==> config.mk <==
export PLATFORM = sky130hd
export DESIGN_NAME = uart_cfg_fifo
export DESIGN_NICKNAME = d
export VERILOG_FILES = /design/src/rtl/uart_cfg_fifo.sv
export SDC_FILE = /design/constraint.sdc
export NUM_CORES = 1
export LEC_CHECK = 0
export ABC_AREA = 1
export BUFFER_PORTS_ARGS = -buffer_cell sky130_fd_sc_hd__buf_4
export CAP_MARGIN = 20
export CORE_MARGIN = 10
export CORE_UTILIZATION = 40
export DETAILED_ROUTE_END_ITERATION = 16
export PLACE_DENSITY = 0.55
export SYNTH_ARGS = -nofsm -noshare
export SYNTH_HDL_FRONTEND = slang
export SYNTH_SLANG_ARGS = --single-unit
==> constraint.sdc <==
create_clock -name clk -period 3.6 [get_ports clk]
set_clock_uncertainty 0.05 [all_clocks]
set_input_delay 0.18 -clock clk [delete_from_list [all_inputs] [get_ports clk]]
set_output_delay 0.18 -clock clk [all_outputs]
set_load 0.01 [all_outputs]
==> src/rtl/uart_cfg_fifo.sv <==
// Full-duplex UART with runtime character format (5..DATA_WIDTH bits, parity, 1/2 stop bits),
// AXI4-Stream TX/RX sides and a first-word-fall-through RX FIFO tagging parity errors.
module uart_cfg_fifo #(
   parameter int unsigned DATA_WIDTH = 8,
   parameter int unsigned FIFO_AW    = 4
) (
   input  logic                  clk,
   input  logic                  rst_n,
   input  logic [DATA_WIDTH-1:0] s_axis_tdata,
   input  logic                  s_axis_tvalid,
   output logic                  s_axis_tready,
   output logic [DATA_WIDTH-1:0] m_axis_tdata,
   output logic                  m_axis_tuser,
   output logic                  m_axis_tvalid,
   input  logic                  m_axis_tready,
   input  logic                  rxd,
   output logic                  txd,
   output logic                  tx_busy,
   output logic                  rx_busy,
   output logic                  rx_overrun_error,
   output logic                  rx_frame_error,
   output logic                  rx_parity_error,
   output logic [FIFO_AW:0]      rx_fifo_count,
   input  logic [15:0]           prescale,
   input  logic [3:0]            cfg_data_bits,
   input  logic [1:0]            cfg_parity,
   input  logic                  cfg_stop2
);

   localparam int unsigned Depth = 2 ** FIFO_AW;

   typedef enum logic [2:0] {TxIdle, TxStart, TxData, TxParity, TxStop} tx_state_e;
   typedef enum logic [2:0] {RxIdle, RxStart, RxData, RxParity, RxStop} rx_state_e;

   logic [15:0]           presc_eff;
   logic [18:0]           bit_len, half_len;
   logic [3:0]            bits_c;
   logic [DATA_WIDTH-1:0] bits_mask;
   logic                  par_en_c, par_odd_c;

   always_comb begin
      presc_eff = (prescale == 16'd0) ? 16'd1 : prescale;
      bit_len   = {presc_eff, 3'b000};
      half_len  = {1'b0, presc_eff, 2'b00};
      if (cfg_data_bits < 4'd5) bits_c = 4'd5;
      else if (32'(cfg_data_bits) > DATA_WIDTH) bits_c = 4'(DATA_WIDTH);
      else bits_c = cfg_data_bits;
      for (int i = 0; i < DATA_WIDTH; i++) bits_mask[i] = (i < int'(bits_c));
      par_en_c  = (cfg_parity == 2'b01) || (cfg_parity == 2'b10);
      par_odd_c = (cfg_parity == 2'b10);
   end

   // ---------------- transmitter ----------------
   tx_state_e             tx_state_q, tx_state_d;
   logic [18:0]           tx_cnt_q, tx_cnt_d, tx_len_q, tx_len_d;
   logic [3:0]            tx_idx_q, tx_idx_d, tx_bits_q, tx_bits_d;
   logic [DATA_WIDTH-1:0] tx_shift_q, tx_shift_d;
   logic                  tx_par_en_q, tx_par_en_d, tx_par_bit_q, tx_par_bit_d;
   logic                  tx_stop2_q, tx_stop2_d, rst_done_q;

   always_ff @(posedge clk or negedge rst_n) begin
      if (!rst_n) begin
         tx_state_q   <= TxIdle;
         tx_cnt_q     <= '0;
         tx_len_q     <= '0;
         tx_idx_q     <= '0;
         tx_bits_q    <= '0;
         tx_shift_q   <= '0;
         tx_par_en_q  <= 1'b0;
         tx_par_bit_q <= 1'b0;
         tx_stop2_q   <= 1'b0;
         rst_done_q   <= 1'b0;
      end else begin
         tx_state_q   <= tx_state_d;
         tx_cnt_q     <= tx_cnt_d;
         tx_len_q     <= tx_len_d;
         tx_idx_q     <= tx_idx_d;
         tx_bits_q    <= tx_bits_d;
         tx_shift_q   <= tx_shift_d;
         tx_par_en_q  <= tx_par_en_d;
         tx_par_bit_q <= tx_par_bit_d;
         tx_stop2_q   <= tx_stop2_d;
         rst_done_q   <= 1'b1;
      end
   end

   always_comb begin
      tx_state_d   = tx_state_q;
      tx_cnt_d     = tx_cnt_q;
      tx_len_d     = tx_len_q;
      tx_idx_d     = tx_idx_q;
      tx_bits_d    = tx_bits_q;
      tx_shift_d   = tx_shift_q;
      tx_par_en_d  = tx_par_en_q;
      tx_par_bit_d = tx_par_bit_q;
      tx_stop2_d   = tx_stop2_q;
      if (tx_state_q == TxIdle) begin
         if (s_axis_tvalid && s_axis_tready) begin
            tx_state_d   = TxStart;
            tx_cnt_d     = bit_len - 19'd1;
            tx_len_d     = bit_len;
            tx_idx_d     = '0;
            tx_bits_d    = bits_c;
            tx_shift_d   = s_axis_tdata & bits_mask;
            tx_par_en_d  = par_en_c;
            tx_par_bit_d = (^(s_axis_tdata & bits_mask)) ^ par_odd_c;
            tx_stop2_d   = cfg_stop2;
         end
      end else if (tx_cnt_q != '0) begin
         tx_cnt_d = tx_cnt_q - 19'd1;
      end else begin
         tx_cnt_d = tx_len_q - 19'd1;
         case (tx_state_q)
            TxStart: begin
               tx_state_d = TxData;
               tx_idx_d   = '0;
            end
            TxData: begin
               tx_shift_d = tx_shift_q >> 1;
               tx_idx_d   = tx_idx_q + 4'd1;
               if (tx_idx_q == tx_bits_q - 4'd1) begin
                  tx_idx_d   = '0;
                  tx_state_d = tx_par_en_q ? TxParity : TxStop;
               end
            end
            TxParity: tx_state_d = TxStop;
            TxStop: begin
               // tx_idx_q counts completed stop bits
               if (tx_stop2_q && (tx_idx_q == 4'd0)) tx_idx_d = 4'd1;
               else tx_state_d = TxIdle;
            end
            default: tx_state_d = TxIdle;
         endcase
      end
   end

   always_comb begin
      case (tx_state_q)
         TxStart:  txd = 1'b0;
         TxData:   txd = tx_shift_q[0];
         TxParity: txd = tx_par_bit_q;
         default:  txd = 1'b1;
      endcase
      tx_busy       = (tx_state_q != TxIdle);
      s_axis_tready = (tx_state_q == TxIdle) && rst_done_q;
   end

   // ---------------- receiver ----------------
   rx_state_e             rx_state_q, rx_state_d;
   logic                  rx_s1_q, rx_s2_q, rx_prev_q;
   logic [18:0]           rx_cnt_q, rx_cnt_d, rx_len_q, rx_len_d;
   logic [3:0]            rx_idx_q, rx_idx_d, rx_bits_q, rx_bits_d;
   logic [DATA_WIDTH-1:0] rx_data_q, rx_data_d;
   logic                  rx_par_en_q, rx_par_en_d, rx_odd_q, rx_odd_d, rx_perr_q, rx_perr_d;
   logic                  frame_err_q, frame_err_d, par_err_q, par_err_d, ovr_q, ovr_d;
   logic                  push_req;

   always_ff @(posedge clk or negedge rst_n) begin
      if (!rst_n) begin
         rx_s1_q     <= 1'b1;
         rx_s2_q     <= 1'b1;
         rx_prev_q   <= 1'b1;
         rx_state_q  <= RxIdle;
         rx_cnt_q    <= '0;
         rx_len_q    <= '0;
         rx_idx_q    <= '0;
         rx_bits_q   <= '0;
         rx_data_q   <= '0;
         rx_par_en_q <= 1'b0;
         rx_odd_q    <= 1'b0;
         rx_perr_q   <= 1'b0;
         frame_err_q <= 1'b0;
         par_err_q   <= 1'b0;
         ovr_q       <= 1'b0;
      end else begin
         rx_s1_q     <= rxd;
         rx_s2_q     <= rx_s1_q;
         rx_prev_q   <= rx_s2_q;
         rx_state_q  <= rx_state_d;
         rx_cnt_q    <= rx_cnt_d;
         rx_len_q    <= rx_len_d;
         rx_idx_q    <= rx_idx_d;
         rx_bits_q   <= rx_bits_d;
         rx_data_q   <= rx_data_d;
         rx_par_en_q <= rx_par_en_d;
         rx_odd_q    <= rx_odd_d;
         rx_perr_q   <= rx_perr_d;
         frame_err_q <= frame_err_d;
         par_err_q   <= par_err_d;
         ovr_q       <= ovr_d;
      end
   end

   always_comb begin
      rx_state_d  = rx_state_q;
      rx_cnt_d    = rx_cnt_q;
      rx_len_d    = rx_len_q;
      rx_idx_d    = rx_idx_q;
      rx_bits_d   = rx_bits_q;
      rx_data_d   = rx_data_q;
      rx_par_en_d = rx_par_en_q;
      rx_odd_d    = rx_odd_q;
      rx_perr_d   = rx_perr_q;
      frame_err_d = 1'b0;
      push_req    = 1'b0;
      if (rx_state_q == RxIdle) begin
         if (rx_prev_q && !rx_s2_q) begin
            rx_state_d  = RxStart;
            rx_cnt_d    = half_len - 19'd1;
            rx_len_d    = bit_len;
            rx_bits_d   = bits_c;
            rx_par_en_d = par_en_c;
            rx_odd_d    = par_odd_c;
            rx_data_d   = '0;
            rx_perr_d   = 1'b0;
         end
      end else if (rx_cnt_q != '0) begin
         rx_cnt_d = rx_cnt_q - 19'd1;
      end else begin
         rx_cnt_d = rx_len_q - 19'd1;
         case (rx_state_q)
            RxStart: begin
               rx_idx_d   = '0;
               rx_state_d = rx_s2_q ? RxIdle : RxData;
            end
            RxData: begin
               for (int i = 0; i < DATA_WIDTH; i++) begin
                  if (i == int'(rx_idx_q)) rx_data_d[i] = rx_s2_q;
               end
               rx_idx_d = rx_idx_q + 4'd1;
               if (rx_idx_q == rx_bits_q - 4'd1) begin
                  rx_state_d = rx_par_en_q ? RxParity : RxStop;
               end
            end
            RxParity: begin
               rx_perr_d  = rx_s2_q ^ (^rx_data_q) ^ rx_odd_q;
               rx_state_d = RxStop;
            end
            RxStop: begin
               rx_state_d  = RxIdle;
               frame_err_d = !rx_s2_q;
               push_req    = rx_s2_q;
            end
            default: rx_state_d = RxIdle;
         endcase
      end
   end

   // ---------------- RX FIFO ----------------
   logic [DATA_WIDTH:0]  mem_q [Depth];
   logic [FIFO_AW-1:0]   wr_ptr_q, wr_ptr_d, rd_ptr_q, rd_ptr_d;
   logic [FIFO_AW:0]     count_q, count_d;
   logic                 fifo_empty, fifo_full, fifo_push, fifo_pop;
   logic [DATA_WIDTH:0]  head;

   always_comb begin
      fifo_empty  = (count_q == '0);
      fifo_full   = count_q[FIFO_AW];
      fifo_pop    = m_axis_tready && !fifo_empty;
      // a pop in the same cycle frees the slot for a push into a full FIFO
      fifo_push   = push_req && (!fifo_full || fifo_pop);
      ovr_d       = push_req && fifo_full && !fifo_pop;
      par_err_d   = push_req && rx_perr_q;
      wr_ptr_d    = wr_ptr_q + FIFO_AW'(fifo_push);
      rd_ptr_d    = rd_ptr_q + FIFO_AW'(fifo_pop);
      count_d     = count_q + (FIFO_AW + 1)'(fifo_push) - (FIFO_AW + 1)'(fifo_pop);
      head        = mem_q[rd_ptr_q];
   end

   always_ff @(posedge clk) begin
      if (fifo_push) mem_q[wr_ptr_q] <= {rx_perr_q, rx_data_q};
   end

   always_ff @(posedge clk or negedge rst_n) begin
      if (!rst_n) begin
         wr_ptr_q <= '0;
         rd_ptr_q <= '0;
         count_q  <= '0;
      end else begin
         wr_ptr_q <= wr_ptr_d;
         rd_ptr_q <= rd_ptr_d;
         count_q  <= count_d;
      end
   end

   always_comb begin
      m_axis_tvalid    = !fifo_empty;
      m_axis_tdata     = fifo_empty ? '0 : head[DATA_WIDTH-1:0];
      m_axis_tuser     = !fifo_empty && head[DATA_WIDTH];
      rx_fifo_count    = count_q;
      rx_busy          = (rx_state_q != RxIdle);
      rx_frame_error   = frame_err_q;
      rx_parity_error  = par_err_q;
      rx_overrun_error = ovr_q;
   end

endmodule

**After elaboration in Yosys (flattened, before gate mapping)**

Memories as Yosys holds them, arrays and structs flattened.
Index checks and enable logic that the tools add are counted.

- Logic and storage cells: 210
- Register bits after elaboration: 134
- Input port bits: 36
- Output and inout bits: 22
- Memory bits (writable): 144
- Memories: 1

Memories:

| memory | depth | bits a word | rd ports | clocked after memory_dff | wr ports | line | RTL |
|---|---|---|---|---|---|---|---|
| mem_q | 16 | 9 | 1 | 0 | 1 | 250 | `logic [DATA_WIDTH:0] mem_q [Depth];` |

- $add $sub $neg: 14
- Equality and inequality tests: 27
- Reduce and logical (&&, ||, !) cells: 57
- $lt $le $gt $ge: 10
- Multiplexer cells: 60
- Bitwise logic cells: 6

Operator list:

| kind | number |
|---|---|
| 2-to-1 mux 19 bit | 6 |
| subtractor 19 x 1 -> 19 bit, second input constant | 5 |
| 2-to-1 mux 8 bit | 9 |
| AND reduction 4 bit | 10 |
| nonzero test 19 bit | 2 |
| 2-to-1 mux 3 bit | 11 |
| 2-to-1 mux 4 bit | 7 |
| nonzero test 2 bit | 12 |
| 2-to-1 mux 1 bit | 20 |
| subtractor 18 x 1 -> 19 bit, second input constant | 1 |
| == test 4 bit, first input constant | 4 |
| zero test 16 bit | 1 |
| less-than comparator 3 x 4 -> 1 bit, first input constant | 4 |
| 2-to-1 mux 16 bit | 1 |
| XOR reduction 8 bit | 2 |
| == test 3 x 2 -> 1 bit, second input constant | 4 |
| != test 3 bit, second input constant | 4 |
| one-hot mux 3 bit (4 select lines) | 1 |
| one-hot mux 4 bit (3 select lines) | 1 |
| AND reduction 3 bit | 4 |
| logical AND 1 bit | 10 |
| one-hot mux 3 bit (3 select lines) | 1 |
| adder 4 x 1 -> 4 bit | 2 |
| adder 4 x 1 -> 4 bit, second input constant | 2 |
| 30 further kinds | 50 |

**Depth between registers and ports, before layout**

- Depth in word-level cells: 7
- Mapped depth: 16
- Depth with buffers taken out: 16

**Worst setup path after synthesis**

OpenSTA, ideal clock, no wires.

- Path type: register to register
- Start: register rx_cnt_q[0]
- End: register count_q[4], in the netlist rx_fifo_count[4]
- Path buffers: 0
- Required time: 3.471 ns
- Stages on the path, launching flop included: 17
- Path slack: 0.748 ns
- Library setup time: 0.079 ns
- Period minus slack after synthesis: 2.852 ns
- Data arrival time: 2.723 ns
- Cell sequence: dfrtp_1 > inv_1 > ha_1 > nand2_2 > nor2_8 > nand2_4 > nor2_4 > nand4_4 > nor2_8 > nand2_1 > ha_1 > inv_1 > ha_1 > inv_1 > fa_1 > o21ai_0 > xor2_1

- Cells in the longest elaborated chain, start to end: 6

Ends and longest elaborated chain:

| what | line | RTL |
|---|---|---|
| start, declared | 151 | `logic [18:0] rx_cnt_q, rx_cnt_d, rx_len_q, rx_len_d;` |
| start signal, assigned | 180 | `rx_cnt_q <= rx_cnt_d;` |
| nonzero test 19 bit | 217 | `end else if (rx_cnt_q != '0) begin` |
| 2-to-1 mux 1 bit | 217 |  |
| 2-to-1 mux 1 bit | 206 | `if (rx_state_q == RxIdle) begin` |
| logical AND 1 bit | 261 | `fifo_push = push_req && (!fifo_full \|\| fifo_pop);` |
| adder 5 x 1 -> 5 bit | 266 | `count_d = count_q + (FIFO_AW + 1)'(fifo_push) - (FIFO_AW + 1)'(fifo_pop);` |
| subtractor 5 x 1 -> 5 bit | 266 |  |
| net count_d[4] | 252 | `logic [FIFO_AW:0] count_q, count_d;` |
| end signal, assigned | 282 | `count_q <= count_d;` |
| end, declared | 252 |  |

The timed path passes the listed nets, and every way through them passes these cells.
A chain may end at the register's enable or synchronous reset.

**Final worst setup path**

Ends and elaborated chain as after synthesis.

==> metrics.md <==
| Metric | Value |
|---|---|
| Hold violation count in the final report | 0 |
| Worst Hold Path Cells | 4 |
| Flops & latches, synth | approximately 280 |
| Pin slew with the least headroom to its limit | about 930 ps |
| Count of max-cap constraint violations | 0 |
| Yosys warning total | 0 |
| Adder-cell area share of the yosys netlist | between 2 and 2.5% |
| Final Critical Period | 3180 ps |
| Finished Layout Cells | approximately 2100 |
| Port Buffers | 57 |
| Critical path arrival | between 3000 and 4000 ps |
| Dominant combinational cell family by area after synthesis | simple AND/OR/NAND/NOR gates |
| Sinks on the clock net | roughly 280 |
| Series of cell instances along the critical path | inv_1, ha_1, nand2_2, nor2_8, nand2_4, nor2_4, nand4_4, nor2_8, nand2_1, ha_1, inv_1, ha_1, inv_1, fa_1, o21ai_0, xor2_1 |
| Lkg Pwr | around 6.9 nW |
| Simple-gate share of the synthesized area | a little over a fifth |
| Routability cong. | 0.888 |
| Total power | around 13 mW |
| H-tree lvl count | 1 |
| Share of async-settable or async-resettable flops after synthesis | approximately 48% |
| Post-layout utilization of the core | 47.7% |
| Status | finished, final reports clean |
| Worst Setup Slack post-DPL | a little over 400 ps |
| Required time of the critical path | approximately 4100 ps |
| Hold Slack | 13.1 ps |
| Max transition margin | a little under two fifths |
| Area inside the core boundary | 0.0347 sq mm |
| Number of design rule violations left after detail routing | 0 |
| Buffer cell driving the clock tree root | sky130_fd_sc_hd__clkbuf_16 |
| Detailed Route Iter0 Violations | ~1000 |
| Floorplan row count | slightly below 70 |
| Reg-to-Reg End | rx_fifo_count[4] |
| Most frequent cell after synthesis | sky130_fd_sc_hd__nand2_1 |
| Total instance count after detailed placement | roughly 2000 |
| Max Buffers Root-to-Sink | 3 |
| Grt total ovfl | 0 |
| Portion of the clock cycle consumed by the worst path in the final layout | between 80 and 90% |
| Top cell types by occurrence after synthesis | sky130_fd_sc_hd__nand2_1, sky130_fd_sc_hd__nor2_1, sky130_fd_sc_hd__o21ai_0 |
| Synthesized-area fraction occupied by ao, oa, aoi and oai cells | between 10% and 20% |
| Maximum net fanout on the critical path | 6 |
| Syn nets | roughly 1600 |
| Top cells by area in the synthesized netlist | sky130_fd_sc_hd__edfxtp_1, sky130_fd_sc_hd__dfrtp_1, sky130_fd_sc_hd__nand2_1 |
| CP Capture Type | flip-flop |
| Worst setup margin | about 420 ps |
| # IOs | 58 |
| Post-Synthesis Cells | 1560 |
| Area enclosed by the die boundary | about 0.043 sq mm |
| Width of the chip | roughly 210 um |
| Max frequency | between 0.3 and 0.4 GHz |
| Number of distinct library cells after synthesis | 47 |
| Class of the tightest hold or removal check | primary input to flip-flop |
| Number of enable-type register cells in the synthesized netlist | 144 |
| Clock slew seen by the registers of the worst setup and hold paths | roughly 60 ps |
| Number of buffers added by the clock tree synthesis step | 31 |
| Post-route design area | 0.0166 sq mm |
| Summed negative setup slack over all endpoints | 0 ps |
| Via count | ~11000 |
| Aggregate global-route resource usage | 17.2% |
| Multiplexer share of the synthesized area | 0% |
| Worst setup path class | flip-flop to flip-flop |
| CP Launch Type | flip-flop |
| Placed inst area | roughly 0.015 sq mm |
| Source of the worst register-to-register timing path | rx_cnt_q[0] |
| Cell with the biggest individual delay on the critical path | sky130_fd_sc_hd__dfrtp_1 |
| Number of antenna violations at the first check in global routing | 1 |
| Starting density of the core | ~41% |
| Delay-heaviest family, CP | adder cells |
| Power density of the placed cells | between 700 and 800 mW/mm^2 |
| Wirelength, routed | between 30000 and 40000 um |
| Maximum number of pins on one net before global-route repair | 96 |
| Die Height | 208 um |
| Crit path buffers/inverters | 3 |
| Vias per cell | between 5 and 6 |
| Vias in the first global route | 10900 |
| Hold path start | cfg_parity[0] |
| Signed area change from the synthesized netlist to the final layout | 16.8% |
| Xor and xnor fraction of the mapped netlist area | approximately 4.9% |
| Slowest cell delay on critical path | 410 ps |
| Endpoint with the worst hold slack | rx_par_en_q |
| Worst-case reg-to-reg path depth | 16 |
| Total iterations of the first detailed-routing run | 5 |
| CTS tree | built |
| Mean Syn Cell Area | between 9 and 10 sq um |
| Setup repair after global routing missed its margin | no |
| Mean routed wirelength per cell | 18.0 um |
| FILL cells | 3291 |
| Primary flip-flop cell chosen by synthesis mapping | sky130_fd_sc_hd__edfxtp_1 |
| Final count of negative-setup-slack endpoints | 0 |
| Mapped cell area | 0.0142 sq mm |
| Insertion delay of the later-clocked pin in the worst-skew pair | 580 ps |
| Number of antenna-violating nets in the routed design | 0 |
| Cell taking the most area after synthesis | sky130_fd_sc_hd__edfxtp_1 |
| Area share of the leading cell type in the synthesized netlist | 30.5% |
| Share of layout cells above drive strength 1 | roughly 11% |
| Gates resized, CTS repair | 0 |
| Sequential fraction of the synthesis area | a little over half |
| Worst IR drop on VDD | between 0.0004 and 0.0005 V |
| Register-to-Register Setup Slack | roughly 420 ps |
| Detailed placement HPWL | 26500 um |
| First-pass GRT wire length | just over 60000 um |
| Number of max-slew violations in the final report | 0 |
| Final net count | ~1700 |
## report_power, final
group,internal (mW),total [mW],switching (mW)
logic,1.78,4.96,3.18
clock network,1.97,3.29,1.31
registers,4.00,4.71,0.709
## cell type report
| class | count | area [sq um] | share of cell area, % |
|---|---|---|---|
| antenna | 1 | 2.50 | 0.0151 |
| inverter | 138 | 519 | 3.13 |
| clock buffer | 35 | 811 | 4.89 |
| timing repair buffer | 116 | 970 | 5.85 |
| clock inverter | 22 | 250 | 1.51 |
| multi-input combinational | 1093 | 5760 | 34.8 |
| tap | 455 | 569 | 3.44 |
| sequential | 278 | 7680 | 46.4 |
## metal layers
metal  routed length, um  global-route usage [%]  vias up
li1                    -                       -     5478
met1               18600                    24.8     5384
met2               17400                    26.7      241
met3                1780                    2.40       50
met4                 692                    3.64        0
met5                   0                       0        -
## registers in the layout, indices dropped and copies added, names as in the netlist, 3 cells and up
signal and flops:
rx_idx_q 4, rx_data_q 8, rx_bits_q 4, tx_idx_q 4, tx_bits_q 4, rx_len_q 16, tx_len_q 16, wr_ptr_q 4
rx_cnt_q 19, tx_cnt_q 19, rx_fifo_count 5, tx_state_q 3, tx_shift_q 8, rx_state_q 3, rd_ptr_q 4, mem_q 144
## tightest hold or removal path, stage by stage
cell and delay [ps]:
sky130_fd_sc_hd__buf_4 110, sky130_fd_sc_hd__inv_1 50, sky130_fd_sc_hd__ha_1 170, sky130_fd_sc_hd__o21ai_0 90
## layout by cell type (no fill, tap or decap), types with 4 or more instances in the layout
cell type | synthesis | routed
sky130_fd_sc_hd__or2_2 | 7 | 7
sky130_fd_sc_hd__nor2_2 | 6 | 7
sky130_fd_sc_hd__xnor2_1 | 34 | 34
sky130_fd_sc_hd__bufinv_16 | 0 | 5
sky130_fd_sc_hd__inv_2 | 7 | 7
sky130_fd_sc_hd__nand4_2 | 4 | 4
sky130_fd_sc_hd__a21oi_1 | 27 | 27
sky130_fd_sc_hd__nand2_1 | 319 | 319
sky130_fd_sc_hd__o21ai_0 | 168 | 168
sky130_fd_sc_hd__o221ai_1 | 28 | 28
sky130_fd_sc_hd__nor3_1 | 10 | 10
sky130_fd_sc_hd__a22oi_1 | 9 | 9
sky130_fd_sc_hd__o22ai_1 | 13 | 13
sky130_fd_sc_hd__nor2_1 | 215 | 214
sky130_fd_sc_hd__edfxtp_1 | 144 | 144
sky130_fd_sc_hd__o21ai_1 | 7 | 7
sky130_fd_sc_hd__o211ai_1 | 19 | 19
sky130_fd_sc_hd__xor2_1 | 46 | 46
sky130_fd_sc_hd__a31oi_1 | 4 | 4
sky130_fd_sc_hd__inv_1 | 127 | 127
sky130_fd_sc_hd__nor2_4 | 5 | 5
sky130_fd_sc_hd__buf_4 | 0 | 81
sky130_fd_sc_hd__nand2_4 | 4 | 4
sky130_fd_sc_hd__dfrtp_1 | 131 | 130
sky130_fd_sc_hd__dlygate4sd3_1 | 0 | 33
sky130_fd_sc_hd__clkinv_1 | 3 | 10
sky130_fd_sc_hd__nand2_2 | 8 | 8
sky130_fd_sc_hd__clkinv_2 | 1 | 7
sky130_fd_sc_hd__ha_1 | 24 | 24
sky130_fd_sc_hd__nand4_1 | 11 | 11
sky130_fd_sc_hd__nand3_1 | 100 | 100
sky130_fd_sc_hd__clkbuf_16 | 0 | 31
## repair_timing
action                    in CTS  in global routing
hold endpoints to repair     145                  0
hold buffers                  33                  0
buffers inserted               0                  0
## cell families after synthesis
group                      Yosys count
AOI/OAI and AO/OA                  286
xor gates and xnor gates            80
adders and majority gates           25
buffers and inverters              189
DFF                                278
other                                1
and+or+nand+nor                    701
## how the worst max path moves through the flow
stage / start / to / slack (ps) / cells after the start
after floorplan: rx_cnt_q[0] / rx_fifo_count[4] / 750 / 16
after global placement: rx_cnt_q[0] / rx_fifo_count[4] / 480 / 16
after detailed placement: rx_cnt_q[0] / rx_fifo_count[4] / 400 / 16
after CTS: rx_cnt_q[0] / rx_fifo_count[4] / 390 / 16
after global routing: rx_cnt_q[0] / rx_fifo_count[4] / 170 / 16
final: rx_cnt_q[0] / rx_fifo_count[4] / 420 / 16
Power figures use the tool's default switching activity.
